File: src/rtl/ram_pkg.sv
// rtl/ram_pkg.sv - shared constants and FSM encoding for the RAM reader
package ram_pkg;

   localparam int BYTES_PER_WORD = 4;
   localparam int RAM_ADDR_WIDTH = 9;

   typedef enum logic [2:0] {
      ST_IDLE,
      ST_FETCH,
      ST_LOAD,
      ST_EMIT,
      ST_CSUM
   } state_e;

endpackage

File: src/rtl/ram_reader_if.sv
// rtl/ram_reader_if.sv - control, RAM port B and byte stream bundle of the RAM reader
interface ram_reader_if #(
   parameter int ADDR_WIDTH = 9,
   parameter int DATA_WIDTH = 32
);

   logic                  start;
   logic [ADDR_WIDTH-1:0] addr_first;
   logic [ADDR_WIDTH-1:0] addr_last;
   logic                  busy;
   logic                  done;
   logic [ADDR_WIDTH-1:0] ram_addr;
   logic [DATA_WIDTH-1:0] ram_dout;
   logic [7:0]            out_data;
   logic                  out_valid;
   logic                  out_ready;

   // master is the surrounding system (controller, RAM, consumer); slave is the reader
   modport master (
      output start, addr_first, addr_last, ram_dout, out_ready,
      input  busy, done, ram_addr, out_data, out_valid
   );

   modport slave (
      input  start, addr_first, addr_last, ram_dout, out_ready,
      output busy, done, ram_addr, out_data, out_valid
   );

endinterface

File: src/rtl/word_serializer.sv
// rtl/word_serializer.sv - holds one RAM word and hands it out LSB byte first over valid/ready
module word_serializer
   import ram_pkg::*;
(
   input  logic        clk_i,
   input  logic        rst_i,
   input  logic        load_i,
   input  logic [31:0] word_i,
   input  logic        out_ready_i,
   output logic [7:0]  out_data_o,
   output logic        out_valid_o,
   output logic        last_byte_o
);

   logic [31:0] word_q;
   logic [1:0]  idx_q;
   logic        valid_q;

   always_ff @(posedge clk_i) begin
      if (rst_i) begin
         word_q  <= '0;
         idx_q   <= '0;
         valid_q <= 1'b0;
      end else if (load_i) begin
         word_q  <= word_i;
         idx_q   <= '0;
         valid_q <= 1'b1;
      end else if (valid_q && out_ready_i) begin
         if (idx_q == 2'(BYTES_PER_WORD - 1)) begin
            valid_q <= 1'b0;
         end else begin
            idx_q <= idx_q + 2'd1;
         end
      end
   end

   assign out_data_o  = word_q[{idx_q, 3'b000} +: 8];
   assign out_valid_o = valid_q;
   assign last_byte_o = valid_q && out_ready_i && (idx_q == 2'(BYTES_PER_WORD - 1));

endmodule

File: src/rtl/ram_reader.sv
// rtl/ram_reader.sv - walks a RAM port B address range and streams its words as bytes
// Optional trailing checksum byte: define RAM_READER_CHECKSUM_EN.
module ram_reader
   import ram_pkg::*;
#(
   parameter int ADDR_WIDTH = RAM_ADDR_WIDTH,
   parameter int DATA_WIDTH = 32
) (
   input logic         clk,
   input logic         rst,
   ram_reader_if.slave bus
);

   generate
      if (DATA_WIDTH != 32) begin : g_bad_width
         $error("ram_reader: DATA_WIDTH must be 32");
      end
   endgenerate

   state_e                state_q;
   logic [ADDR_WIDTH-1:0] ram_addr_q;
   logic [ADDR_WIDTH-1:0] addr_last_q;
   logic                  busy_q;
   logic                  done_q;

   logic                  ser_load;
   logic                  ser_valid;
   logic                  ser_last;
   logic [7:0]            ser_data;

`ifdef RAM_READER_CHECKSUM_EN
   logic [7:0]            sum_q;
   logic                  csum_valid_q;
`endif

   // RAM data for the address sampled at the end of FETCH is present during LOAD
   assign ser_load = (state_q == ST_LOAD);

   word_serializer u_ser (
      .clk_i       (clk),
      .rst_i       (rst),
      .load_i      (ser_load),
      .word_i      (bus.ram_dout),
      .out_ready_i (bus.out_ready),
      .out_data_o  (ser_data),
      .out_valid_o (ser_valid),
      .last_byte_o (ser_last)
   );

   always_ff @(posedge clk) begin
      if (rst) begin
         state_q     <= ST_IDLE;
         ram_addr_q  <= '0;
         addr_last_q <= '0;
         busy_q      <= 1'b0;
         done_q      <= 1'b0;
`ifdef RAM_READER_CHECKSUM_EN
         sum_q        <= '0;
         csum_valid_q <= 1'b0;
`endif
      end else begin
         done_q <= 1'b0;
`ifdef RAM_READER_CHECKSUM_EN
         if (ser_valid && bus.out_ready) begin
            sum_q <= sum_q + ser_data;
         end
`endif
         case (state_q)
            ST_IDLE: begin
               if (bus.start) begin
                  ram_addr_q  <= bus.addr_first;
                  addr_last_q <= bus.addr_last;
                  busy_q      <= 1'b1;
                  state_q     <= ST_FETCH;
`ifdef RAM_READER_CHECKSUM_EN
                  sum_q       <= '0;
`endif
               end
            end
            ST_FETCH: state_q <= ST_LOAD;
            ST_LOAD:  state_q <= ST_EMIT;
            ST_EMIT: begin
               if (ser_last) begin
                  // address wraps naturally through the top of memory
                  if (ram_addr_q != addr_last_q) begin
                     ram_addr_q <= ram_addr_q + 1'b1;
                     state_q    <= ST_FETCH;
                  end else begin
`ifdef RAM_READER_CHECKSUM_EN
                     csum_valid_q <= 1'b1;
                     state_q      <= ST_CSUM;
`else
                     busy_q  <= 1'b0;
                     done_q  <= 1'b1;
                     state_q <= ST_IDLE;
`endif
                  end
               end
            end
`ifdef RAM_READER_CHECKSUM_EN
            ST_CSUM: begin
               if (bus.out_ready) begin
                  csum_valid_q <= 1'b0;
                  busy_q       <= 1'b0;
                  done_q       <= 1'b1;
                  state_q      <= ST_IDLE;
               end
            end
`endif
            default: state_q <= ST_IDLE;
         endcase
      end
   end

   assign bus.busy     = busy_q;
   assign bus.done     = done_q;
   assign bus.ram_addr = ram_addr_q;

`ifdef RAM_READER_CHECKSUM_EN
   assign bus.out_valid = ser_valid | csum_valid_q;
   assign bus.out_data  = csum_valid_q ? (8'd0 - sum_q) : ser_data;
`else
   assign bus.out_valid = ser_valid;
   assign bus.out_data  = ser_data;
`endif

endmodule

File: src/flat_wrapper.sv
// flat-port wrapper written by rule: the top's interface ports become plain ports
module ram_reader_flat import ram_pkg::*;
#(
   parameter int ADDR_WIDTH = RAM_ADDR_WIDTH,
   parameter int DATA_WIDTH = 32
)
  (clk, rst, bus_start, bus_addr_first, bus_addr_last, bus_ram_dout, bus_out_ready, bus_busy, bus_done, bus_ram_addr, bus_out_data, bus_out_valid);
  ram_reader_if #(.ADDR_WIDTH(ADDR_WIDTH), .DATA_WIDTH(DATA_WIDTH)) bus_i ();
  input logic clk;
  input logic rst;
  input wire logic [$bits(bus_i.start)-1:0] bus_start;
  input wire logic [$bits(bus_i.addr_first)-1:0] bus_addr_first;
  input wire logic [$bits(bus_i.addr_last)-1:0] bus_addr_last;
  input wire logic [$bits(bus_i.ram_dout)-1:0] bus_ram_dout;
  input wire logic [$bits(bus_i.out_ready)-1:0] bus_out_ready;
  output wire logic [$bits(bus_i.busy)-1:0] bus_busy;
  output wire logic [$bits(bus_i.done)-1:0] bus_done;
  output wire logic [$bits(bus_i.ram_addr)-1:0] bus_ram_addr;
  output wire logic [$bits(bus_i.out_data)-1:0] bus_out_data;
  output wire logic [$bits(bus_i.out_valid)-1:0] bus_out_valid;
  assign bus_i.start = bus_start;
  assign bus_i.addr_first = bus_addr_first;
  assign bus_i.addr_last = bus_addr_last;
  assign bus_i.ram_dout = bus_ram_dout;
  assign bus_i.out_ready = bus_out_ready;
  assign bus_busy = bus_i.busy;
  assign bus_done = bus_i.done;
  assign bus_ram_addr = bus_i.ram_addr;
  assign bus_out_data = bus_i.out_data;
  assign bus_out_valid = bus_i.out_valid;
  ram_reader #(.ADDR_WIDTH(ADDR_WIDTH), .DATA_WIDTH(DATA_WIDTH)) u_core (.clk(clk), .rst(rst), .bus(bus_i));
endmodule
File: config.mk
export PLATFORM = sky130hd
export DESIGN_NAME = ram_reader_flat
export DESIGN_NICKNAME = d
export VERILOG_FILES = /design/src/rtl/ram_pkg.sv /design/src/rtl/ram_reader_if.sv /design/src/rtl/word_serializer.sv /design/src/rtl/ram_reader.sv /design/src/flat_wrapper.sv
export SDC_FILE = /design/constraint.sdc
export NUM_CORES = 1
export LEC_CHECK = 0
export BUFFER_PORTS_ARGS = -buffer_cell sky130_fd_sc_hd__buf_4
export CORE_MARGIN = 10
export CORE_UTILIZATION = 47
export DETAILED_ROUTE_END_ITERATION = 10
export HOLD_SLACK_MARGIN = 0.06
export PLACE_DENSITY = 0.76
export SKIP_CTS_REPAIR_TIMING = 1
export SYNTH_ARGS = -nofsm -noshare
export SYNTH_HDL_FRONTEND = slang
export SYNTH_SLANG_ARGS = --single-unit
File: constraint.sdc
create_clock -name clk -period 1.58 [get_ports clk]
set_input_delay 0.237 -clock clk [delete_from_list [all_inputs] [get_ports clk]]
set_output_delay 0.237 -clock clk [all_outputs]
set_load 0.02 [all_outputs]
# After elaboration in Yosys (flattened, before gate mapping)
# Cells that the tools add are included.
# word_totals
word_cells	53
register_bits	58
input_bits	54
out_inout_bits	20
# classes
reduce_logical	14
shifts	1
add_sub_neg	2
n_bitwise	3
muxes	16
eq_ne	9
# op_table
op	count
$shiftx A32 B6 Y8	1
$mux W9	3
$pmux W9 S2	1
$pmux W3 S4	1
$add A9 B1 Y9 const B	1
$ne A9 B9 Y1	1
$mux W1	8
$reduce_and A2 Y1	4
$reduce_and A4 Y1	2
$eq A3 B2 Y1 const B	2
$mux W3	2
$reduce_bool A2 Y1	3
$ne A2 B1 Y1 const B	2
$ne A2 B2 Y1 const B	2
$eq A3 B1 Y1 const B	1
$logic_not A3 Y1	1
$not A1 Y1	3
$reduce_or A3 Y1	1
$add A2 B1 Y2 const B	1
$eq A2 B2 Y1 const B	1
$logic_and A1 B1 Y1	2
$pmux W1 S2	1
$reduce_or A2 Y1	1

# Depth between registers and ports, before layout
# Gate-level depths: netlist of the first run.
# logic_depth
depth_word	4
mapped_depth	7
depth_no_buf	7

# Hierarchy
# A second synthesis of the first run with hierarchy kept.
# hier_totals
cells_unflattened	284
area_unflattened_um2	2747.6
# modules_own_cells
module	instances	area_per_inst_um2	cells_each	seq_area_each_um2
word_serializer	1	1502.7	129	700.7
ram_reader	1	1244.9	155	440.4

# Worst setup path before layout of the first run
# Ideal clock, no wire load.
# synth_timing
path_kind	register -> register
from	register u_core.state_q[0]
to	register u_core.ram_addr_q[1] (netlist: u_core.bus.ram_addr[1])
path_stages_with_launch	7
n_path_buf	1
setup_slack_ps	0
synth_period_minus_slack_ps	1580
required_time_ps	1510
setup_time_ps	70
arrival_time_ps	1509
path_cell_list	dfxtp_1 -> ha_1 -> buf_2 -> nand4_1 -> a21o_1 -> or3_1 -> a21oi_1
# synth_via
elab_chain_cells	3
word_cells_on_any_way	8
cone_classes	eq/ne: 4; mux: 1; reduce/logical: 3
# synth_rtl
element	line_no	rtl
start: declaration	ram_reader.sv:20	state_e state_q;
start signal: assignment	ram_reader.sv:52	state_q <= ST_IDLE;
start signal: assignment	ram_reader.sv:74	state_q <= ST_FETCH;
start signal: assignment	ram_reader.sv:80	ST_FETCH: state_q <= ST_LOAD;
$eq A3 B2 Y1 / $logic_not A3 Y1 (equally long branches)	ram_reader.sv:68	case (state_q)
$ne A2 B1 Y1 (no line), or another cell as far along	n/a	
$reduce_and A4 Y1 (no line)	n/a	
end signal: assignment	ram_reader.sv:71	ram_addr_q <= bus.addr_first;
end signal: assignment	ram_reader.sv:86	ram_addr_q <= ram_addr_q + 1'b1;
end: declaration	ram_reader.sv:21	logic [ADDR_WIDTH-1:0] ram_addr_q;
# Parallel ways exist; a longest one is shown, timed or not.
# A chain may end at the register's enable or synchronous reset.

# Worst setup path after layout of the first run
# layout_timing
from	register u_core.u_ser.idx_q[0]
to	output port bus_out_data[1]
# layout_via
elab_chain_cells	1
# layout_rtl
element	line_no	rtl
start: declaration	word_serializer.sv:16	logic [1:0] idx_q;
start signal: assignment	word_serializer.sv:32	idx_q <= idx_q + 2'd1;
$shiftx A32 B6 Y8	word_serializer.sv:37	assign out_data_o = word_q[{idx_q, 3'b000} +: 8];
end: declaration	flat_wrapper.sv:19	output wire logic [$bits(bus_i.out_data)-1:0] bus_out_data;
# Every way passes these cells.

==> flow_summary.ini, run 1 <==
[cts]
clock-sinks = 57
cts_buffers = 9
clockBufferDepth = 2
clk_pin_slew_ns = 0.07
clk_latency_ns = 0.34
htree_levels = 3
root_buffer = clkbuf_8
cts_tree = built

[timing]
final.setup.tns_ns = -2.137
post-route-min-period_ns = 1.770
finalHoldViolations = 0
worst_pin_slew_ns = 0.4024
slew_viol_final = 0
slew_headroom_pct = 73.17
post-route-period-util_pct = 112.0
fmax_mhz = 565.0
setup_slack_ns = -0.1898
setup_violations = 17
rsz0062_at_grt = true
finClkSkew_ns = 0.004666

[yosys]
post_synth.cell_area_avg_um2 = 9.336
ys_types = 40
syn_nets = 345
seq_area_frac_synth_pct = 42.74
yosys_warnings = 0
netlist_instances = 286
synthesis.area_um2 = 2670
synth-seq-cells = 57

[layout]
final_cell_mix = buf_4, dfxtp_1, nor2_1
final_nets = 446
ff_latch_area_um2 = 1152
multi_input_area_um2 = 1548
fin_util_pct = 71.12
area_delta_synth_final_pct = 46.67
drive_gt1_share_pct = 40.56
layout_commonest_cell = buf_4
stdcell_area_um2 = 3916
nFillCells = 393
insertedDiodeCount = 0

[power_and_ir_drop]
vdd_ir_drop_max_mv = 0.8356
switching_power_uw = 2469
power_uw = 6670
p_per_area_nw_per_um2 = 1703
pwr-share-seq_pct = 30.9
p_clk_share_pct = 20.9
leakagePower_uw = 0.001563
cellInternalPower_uw = 4202
p_sw_share_pct = 37.01
p_comb_share_pct = 48.2

[setup_path]
r2r-end = u_core.bus.ram_addr[4]$_SDFFE_PP0P_
cp-end-kind = output pin
path_cells = buf_8, mux4_2, buf_6
slowest_stage = mux4_2
reg2reg_slack_ns = -0.12
cp.required_ns = 1.34
cp_slowest_stage_delay_ns = 0.52
r2r-start = u_core.u_ser.idx_q[0]$_SDFFE_PP0P_
cp_max_fo = 5
start_kind = flop
cp.arrival_ns = 1.53
reg2reg_depth = 7
worstSetupPathType = reg2out

[place]
dp_hpwl_mm = 5.414
numPortBuffers = 73
gp_congestion = 0.8790
dp_slack_ns = -0.1123
dpl_cell_area_um2 = 3461

[floorplanning]
ios = 74
rows = 27
initial_core_util_pct = 48.49
die_h_um = 95.37
die_w_um = 95.37
core_um2 = 5507
dieArea_um2 = 9095

[detailed_routing]
vias = 2444
drt_first_pass_iters = 4
wl_per_cell_um = 16.90
drt_first_iter_violations = 124
finalWirelength_mm = 7.842
postRouteAntennaNets = 0
viasPerCell = 5.267
drc = 0

[min_path]
hold_end = u_core.u_ser.word_q[15]$_SDFFE_PP0P_
min_path_type = in2reg
whs_path_depth = 3
hp-start = bus_ram_dout[15]

[grt]
grt_pass1_vias = 2507
grtUsageTotal_pct = 16.33
grt_pass1_wl_mm = 11.83
overflow = 0
grt_antenna_before_repair = 0
grt_max_degree = 38

[run]
maxCapViolations = 0

[outcome]
violations = setup timing
status = finished, violations left
[per-stage QoR]
stage          hold WS (ns)  instances
2_1_floorplan        0.3730        286
3_3_place_gp         0.4582        440
3_5_place_dp         0.4628        440
4_1_cts              0.1228        456
5_1_grt              0.1332        464
6_report             0.1289        464
[state kept, by name (all words and copies together) (netlist names)]
| name | cells |
|---|---|
| u_core.bus.done | 1 |
| u_core.addr_last_q | 9 |
| u_core.u_ser.word_q | 32 |
| u_core.bus.busy | 1 |
| u_core.bus.ram_addr | 9 |
| u_core.state_q | 2 |
| u_core.u_ser.idx_q | 2 |
| u_core.u_ser.out_valid_o | 1 |
[worst max path at each step]
stage | slack, ns | from | end | cells after the start
6_report | -0.19 | u_core.u_ser.idx_q[0]$_SDFFE_PP0P_ | bus_out_data[1] | 3
2_1_floorplan | 0.0005 | u_core.state_q[0]$_SDFFE_PP0P_ | u_core.bus.ram_addr[1]$_SDFFE_PP0P_ | 6
3_3_place_gp | -0.02 | u_core.state_q[0]$_SDFFE_PP0P_ | u_core.bus.ram_addr[5]$_SDFFE_PP0P_ | 6
3_5_place_dp | -0.11 | u_core.state_q[0]$_SDFFE_PP0P_ | u_core.bus.ram_addr[3]$_SDFFE_PP0P_ | 6
4_1_cts | -0.30 | u_core.u_ser.idx_q[0]$_SDFFE_PP0P_ | bus_out_data[5] | 3
5_1_grt | -0.23 | u_core.u_ser.idx_q[0]$_SDFFE_PP0P_ | bus_out_data[1] | 3
[layout make-up]
| cell class | count | area share (%) |
|---|---|---|
| Tap cell | 72 | 2.300 |
| Multi-Input combinational cell | 205 | 39.52 |
| Clock inverter | 5 | 1.374 |
| Timing Repair Buffer | 108 | 22.94 |
| Clock buffer | 11 | 3.866 |
| Inverter | 6 | 0.5751 |
| Sequential cell | 57 | 29.43 |
[worst max-delay path, delay by kind of cell (launching register included)]
| kind | cells | cell delay, ns |
|---|---|---|
| mux | 1 | 0.52 |
| flops | 1 | 0.38 |
| buf+inv | 2 | 0.29 |
[power by group through the flow]
| stage | registers (uW) | clock network [uW] | logic (uW) |
|---|---|---|---|
| after floorplan | 2180 | 0 | 1510 |
| after global placement | 2040 | 0 | 2650 |
| after detailed placement | 2050 | 0 | 2700 |
| after CTS | 2020 | 1410 | 2730 |
| after global routing | 2100 | 1480 | 3470 |
| final | 2060 | 1390 | 3210 |
[cells in the mapped netlist]
cell type   n  area share (%)
dfxtp_1    57              43
nor2_1     38             5.3
mux2i_1    34              13
nand2_1    26             3.7
a21oi_1    21             3.9
clkbuf_1    9             1.3
o21ai_0     9             1.7
xnor2_1     9             3.0
mux4_2      8             6.7
inv_1       6            0.84
nand3_1     6             1.1
buf_2       5            0.94
ha_1        5             2.3
nor3_1      5            0.94
a211oi_1    4             1.1
nand2b_1    4            0.94
nor2b_1     4            0.94
nor4_1      4            0.94
o31ai_1     4             1.1
buf_1       3            0.42
nand4_1     3            0.70
o32ai_1     3            0.98
or3_1       2            0.47
a211o_1     1            0.33
a21o_1      1            0.28
a21oi_2     1            0.33
a31oi_1     1            0.23
a32oi_1     1            0.33
and2_1      1            0.23
buf_4       1            0.28
nand3b_1    1            0.28
nand4_2     1            0.47
nor3_2      1            0.37
nor3b_1     1            0.28
o22ai_1     1            0.23
o41ai_1     1            0.33
or2_2       1            0.23
or2b_1      1            0.28
or4_1       1            0.28
xor2_1      1            0.33
[logic make-up (layout without fill, tap and decap cells)]
kind of cell             count (synthesis)  in the layout  share of synthesized area (%)
XOR/XNOR                                10             10                          3.280
flip-flops                              57             57                          42.74
AO/OA/AOI/OAI                           48             48                          10.92
AND/OR/NAND/NOR                        100            100                          17.48
adder cells (fa/ha/maj)                  5              5                          2.343
buffers and inverters                   24            130                          3.749
multiplexers                            42             42                          19.49
[layer usage]
metal  part of all wire [%]  track usage (%)  vias up
met3                    5.2            5.892        9
met1                     39            18.84     1164
met2                     54            26.93       55
li1                       -                -     1216
met4                    1.5            6.757        0
met5                      0                0        -
Power figures use the tool's default switching activity.
==> run 2, diff against run 1 <==
- ABC_AREA: unset -> 1
- ABC_CLOCK_PERIOD_IN_PS: unset -> 1580
==> run 2 against run 1 <==
  * The flow still finishes with violations (setup timing)
  * Die area rose by 1.5%
  * Worst hold slack got worse by 0.0049 ns
  * Clock skew fell by 0.0012 ns
  * Core utilization fell by 0.57 points
  * Final cell count rose by 21%
  * Critical endpoint is now bus_out_data[5]
  * Largest power group unchanged
==> flow_summary.ini, run 2 <==
[cts]
root_buffer = clkbuf_8
cts_buffers = 9
htree_levels = 3
clk_latency_ns = 0.33
clock-sinks = 57
cts_tree = built
clk_pin_slew_ns = 0.06
clockBufferDepth = 2

[layout]
ff_latch_area_um2 = 1151
area_delta_synth_final_pct = 44.51
nFillCells = 470
regMostFlops = u_core.u_ser.word_q
fin_util_pct = 70.55
largest_reg_flops = 32
multi_input_area_um2 = 1602
final_cell_mix = nor2_1, buf_4, nand2_1
layout_commonest_cell = nor2_1
drive_gt1_share_pct = 35.31
final_nets = 547
insertedDiodeCount = 0

[floorplanning]
ios = 74
dieArea_um2 = 9233
core_um2 = 5574
die_h_um = 96.09
die_w_um = 96.09
initial_core_util_pct = 48.82
rows = 27

[min_path]
hp-start = bus_ram_dout[17]
hold_end = u_core.u_ser.word_q[17]$_SDFFE_PP0P_
whs_path_depth = 3
min_path_type = in2reg

[power_and_ir_drop]
vdd_ir_drop_max_mv = 1.118
leakagePower_uw = 0.001825
p_per_area_nw_per_um2 = 1864

[grt]
overflow = 0
grt_antenna_before_repair = 0
grt_pass1_vias = 2756
grt_pass1_wl_mm = 12.36
grt_max_degree = 39
grtUsageTotal_pct = 16.75

[yosys]
ys_top_cells_by_count = nor2_1, o21ai_0, dfxtp_1, nand2_1, inv_1
ys_types = 29
synth_edf_count = 0
yosysMostFrequentCell = nor2_1
synth_top_family_by_area = simple AND/OR/NAND/NOR gates
dominantRegCellSynth = dfxtp_1
syn_nets = 452
synth.area.top_cells = dfxtp_1, nor2_1, o21ai_0, nand2_1, nand3_1
netlist_instances = 393
yosys_warnings = 0
yosys.area_share.adder_pct = 2.299
synth_top_area_share_pct = 41.93
yosysTopAreaCell = dfxtp_1
async_flop_share_pct = 0
synth-simple-area-share_pct = 29.89
synth_mux_area_share_pct = 0.3678
post_synth.cell_area_avg_um2 = 6.925
synth-xor-area-share_pct = 2.253
synth_compound_area_share_pct = 17.20
seq_area_frac_synth_pct = 41.93
synth-seq-cells = 57
synthesis.area_um2 = 2721

[detailed_routing]
drt_first_pass_iters = 5
viasPerCell = 5.246
wl_per_cell_um = 15.01
drt_first_iter_violations = 152
vias = 2948
postRouteAntennaNets = 0
finalWirelength_mm = 8.433
drc = 0

[run]
maxCapViolations = 0

[outcome]
status = finished, violations left
violations = setup timing

[timing]
slew_viol_final = 0
post-route-min-period_ns = 1.688
setup_slack_ns = -0.1077
fmax_mhz = 592.5
rsz0062_at_grt = true
final.setup.tns_ns = -0.4079
finClkSkew_ns = 0.003461
worst_pin_slew_ns = 0.3010
post-route-period-util_pct = 106.8
slew_headroom_pct = 79.93
fin_hold_ws_ns = 0.1240
finalHoldViolations = 0
setup_violations = 8

[setup_path]
worstSetupPathType = reg2out
slowest_stage = dfxtp_2
cpMostUsedCell = buf_6
start_kind = flop
r2r-end = u_core.bus.busy$_SDFFE_PP0P_
cp_slowest_stage_delay_ns = 0.32
reg2reg_depth = 9
reg2reg_slack_ns = 0.04
cp_max_fo = 7
path_cells = buf_6, buf_6, o21ai_2, o22ai_2, buf_6
cp.required_ns = 1.34
r2r-start = u_core.u_ser.idx_q[1]$_SDFFE_PP0P_
cp.arrival_ns = 1.45
cp-end-kind = output pin

[place]
numPortBuffers = 73
dp_hpwl_mm = 5.730
gp_congestion = 0.8792
dp_slack_ns = 0.05122
## run 2: cell count changes after synthesis, sizes merged, moves of 5 or more
| cell | before | now |
|---|---|---|
| a21oi | 22 | 12 |
| buf | 9 | 4 |
| clkbuf | 9 | 14 |
| inv | 6 | 23 |
| mux2i | 34 | 1 |
| mux4 | 8 | 0 |
| nand2 | 26 | 59 |
| nand3 | 6 | 16 |
| nor2 | 38 | 119 |
| nor3 | 6 | 1 |
| o21ai | 9 | 61 |
| o22ai | 1 | 8 |
## run 2: through the flow
step | power [uW] | cell area (um^2) | std cells
final | 7331 | 3933 | 562
after global routing | 7873 | 3933 | 562
after CTS | 6756 | 3573 | 550
after detailed placement | 5634 | 3423 | 537
after global placement | 5548 | 3423 | 537
after floorplan | 4500 | 2724 | 393
## run 2: cells by family after synthesis
logic type,Yosys count
AOI/OAI and AO/OA,85
buffers and inverters,41
and+or+nand+nor,197
adders and majority gates,5
muxes,1
DFF,57
xor gates and xnor gates,7
## run 2: power by group
group          internal, uW  leakage (uW)  switching (uW)  total [uW]
combinational          1600       0.00128            2210        3810
clock                   583     0.0000782             529        1110
sequential             1970      0.000471             432        2410
## run 2: worst max path at each step
stage,start,end,slack [ns],depth (start not counted)
2_1_floorplan,u_core.u_ser.idx_q[1]$_SDFFE_PP0P_,u_core.bus.ram_addr[6]$_SDFFE_PP0P_,0.03,9
3_3_place_gp,u_core.state_q[0]$_SDFFE_PP0P_,u_core.bus.ram_addr[6]$_SDFFE_PP0P_,0.12,8
3_5_place_dp,u_core.bus.ram_addr[0]$_SDFFE_PP0P_,u_core.bus.ram_addr[6]$_SDFFE_PP0P_,0.05,10
4_1_cts,u_core.u_ser.idx_q[0]$_SDFFE_PP0P_,bus_out_data[0],-0.24,6
5_1_grt,u_core.u_ser.idx_q[0]$_SDFFE_PP0P_,bus_out_data[5],-0.13,5
6_report,u_core.u_ser.idx_q[0]$_SDFFE_PP0P_,bus_out_data[5],-0.11,5
## run 2: final cells by class
cell class | count | area share (%)
Inverter | 23 | 2.418
Timing Repair Buffer | 100 | 21.29
Tap cell | 72 | 2.291
Clock buffer | 12 | 3.691
Multi-Input combinational cell | 296 | 40.73
Sequential cell | 57 | 29.27
Clock inverter | 1 | 0.1273
Timing Repair inverter | 1 | 0.1909
## run 2: worst max-delay path: cells and delay by family (launching register included)
kind                   cells  cell delay [ns]
buffers and inverters      3             0.42
flip-flops                 1             0.32
AO/OA/AOI/OAI              2             0.37
## run 2: layer usage
layer | track usage [%] | vias up | part of all wire [%]
met5 | 0 | - | 0
met4 | 9.214 | 0 | 2.9
met3 | 4.825 | 20 | 8.0
met2 | 26.68 | 119 | 47
met1 | 19.85 | 1343 | 42
li1 | - | 1466 | -
==> run 3, diff against run 2 <==
- SKIP_LAST_GASP: unset -> 1
==> run 3 against run 2 <==
  * The run still ends with setup timing left
  * First-iteration DRC count rose by 19%
  * Worst setup slack worse by 0.0015 ns
  * Worst hold slack lost 0.0017 ns
  * Count of clock-buffer cells in the layout stayed put
  * Sequential power hardly changed
  * Wire length rose by 1.7%
  * Design area about the same
  * Fmax is essentially flat
  * Sequential share of layout area barely moved
  * Clock power about the same
==> flow_summary.ini, run 3 (synthesis gave the netlist of run 2 again) <==
[setup_path]
cp-end-kind = output pin
worstSetupPathType = reg2out
cp.required_ns = 1.34
cp.arrival_ns = 1.45
cp_max_fo = 7
start_kind = flop

[place]
numPortBuffers = 73
gp_congestion = 0.8792
placed_cells_incl_taps = 537
dpl_cell_area_um2 = 3423
dp_slack_ns = 0.05122
dp_hpwl_mm = 5.730

[cts]
clk_latency_ns = 0.33
clk_pin_slew_ns = 0.06
clockBufferDepth = 2
root_buffer = clkbuf_8
cts_buffers = 9
htree_levels = 3
clock-sinks = 57
cts_tree = built

[detailed_routing]
drc = 0
met3_length_um = 694
finalWirelength_mm = 8.573
wl_met1_mm = 3.558
wl_met2_mm = 4.054
wl_per_cell_um = 15.25
drt_first_pass_iters = 4
top_layer_used = met4
drt_first_iter_violations = 181
vias = 2945
viasPerCell = 5.240
postRouteAntennaNets = 0

[floorplanning]
die_h_um = 96.09
rows = 27
initial_core_util_pct = 48.82
die_w_um = 96.09
dieArea_um2 = 9233
core_um2 = 5574
ios = 74

[outcome]
violations = setup timing
status = finished, violations left

[layout]
layout_commonest_cell = nor2_1
area_delta_synth_final_pct = 44.37
instances_no_fill = 562
drive_gt1_share_pct = 35.10
regMostFlops = u_core.u_ser.word_q
final_nets = 547
largest_reg_flops = 32
nFillCells = 473
stdcell_area_um2 = 3929
final_cell_mix = nor2_1, buf_4, nand2_1
fin_util_pct = 70.48
insertedDiodeCount = 0

[timing]
worst_pin_slew_ns = 0.3084
setup_slack_ns = -0.1092
setup_violations = 8
finalHoldViolations = 0
fin_hold_ws_ns = 0.1223
post-route-period-util_pct = 106.9
slew_viol_final = 0
slew_headroom_pct = 79.44
finClkSkew_ns = 0.003805
post-route-min-period_ns = 1.689
fmax_mhz = 592.0
rsz0062_at_grt = true

[power_and_ir_drop]
switching_power_uw = 3176
p_sw_share_pct = 43.32
leakagePower_uw = 0.001825
cellInternalPower_uw = 4156
p_comb_share_pct = 52.1
pwr-share-seq_pct = 32.7
p_per_area_nw_per_um2 = 1866
p_clk_share_pct = 15.1
vdd_ir_drop_max_mv = 1.100

[min_path]
min_path_type = in2reg

[grt]
grt_pass1_wl_mm = 12.36
grt_antenna_before_repair = 0
grt_max_degree = 39
overflow = 0
grtUsageTotal_pct = 16.75
grt_pass1_vias = 2756

[run]
maxCapViolations = 0
[run 3: cell types whose count changed in the layout (fill, tap and decap cells not counted)]
cell	change
o21ai_1	+1
o21ai_2	-1
[run 3: worst max-delay path, stage by stage, from the launching register on]
cell,delay [ns]
dfxtp_2,0.32
buf_6,0.14
buf_6,0.13
o21ai_1,0.24
o22ai_2,0.14
buf_6,0.15
[run 3: worst paths after layout]
check	startpoint	end	slack [ns]	depth (start not counted)
worst max-delay path	u_core.u_ser.idx_q[0]$_SDFFE_PP0P_	bus_out_data[0]	-0.11	5
worst min-delay path	bus_ram_dout[9]	u_core.u_ser.word_q[9]$_SDFFE_PP0P_	0.12	3
worst max register to register	u_core.u_ser.idx_q[1]$_SDFFE_PP0P_	u_core.bus.busy$_SDFFE_PP0P_	0.03	9
worst min register to register	u_core.bus.busy$_SDFFE_PP0P_	u_core.bus.busy$_SDFFE_PP0P_	0.47	2
[run 3: power groups by stage]
stage                     Clock, uW  Sequential [uW]  Combinational, uW
after floorplan                   0             2430               2070
after global routing           1170             2460               4240
after CTS                      1120             2300               3330
after global placement            0             2310               3240
final                          1110             2400               3820
after detailed placement          0             2330               3310
[run 3: cell type report]
type                            instances  area, um^2  share of cell area [%]
Tap cell                               72       90.09                   2.293
Timing Repair inverter                  1       7.507                  0.1911
Inverter                               23       95.09                   2.420
Multi-Input combinational cell        296        1598                   40.67
Sequential cell                        57        1151                   29.30
Timing Repair Buffer                  100       837.1                   21.31
Clock inverter                          1       5.005                  0.1274
Clock buffer                           12       145.1                   3.694
[run 3: metal layers]
layer / vias to the layer above / GRT usage (%)
met5: - / 0
met1: 1345 / 19.85
li1: 1459 / -
met4: 0 / 9.214
met3: 25 / 4.825
met2: 116 / 26.68
[run 3: through the flow]
step	setup TNS (ns)	power, uW
after floorplan	0	4500
after global placement	0	5548
after detailed placement	0	5634
after CTS	-1.607	6756
after global routing	-1.209	7867
final	-0.5299	7332
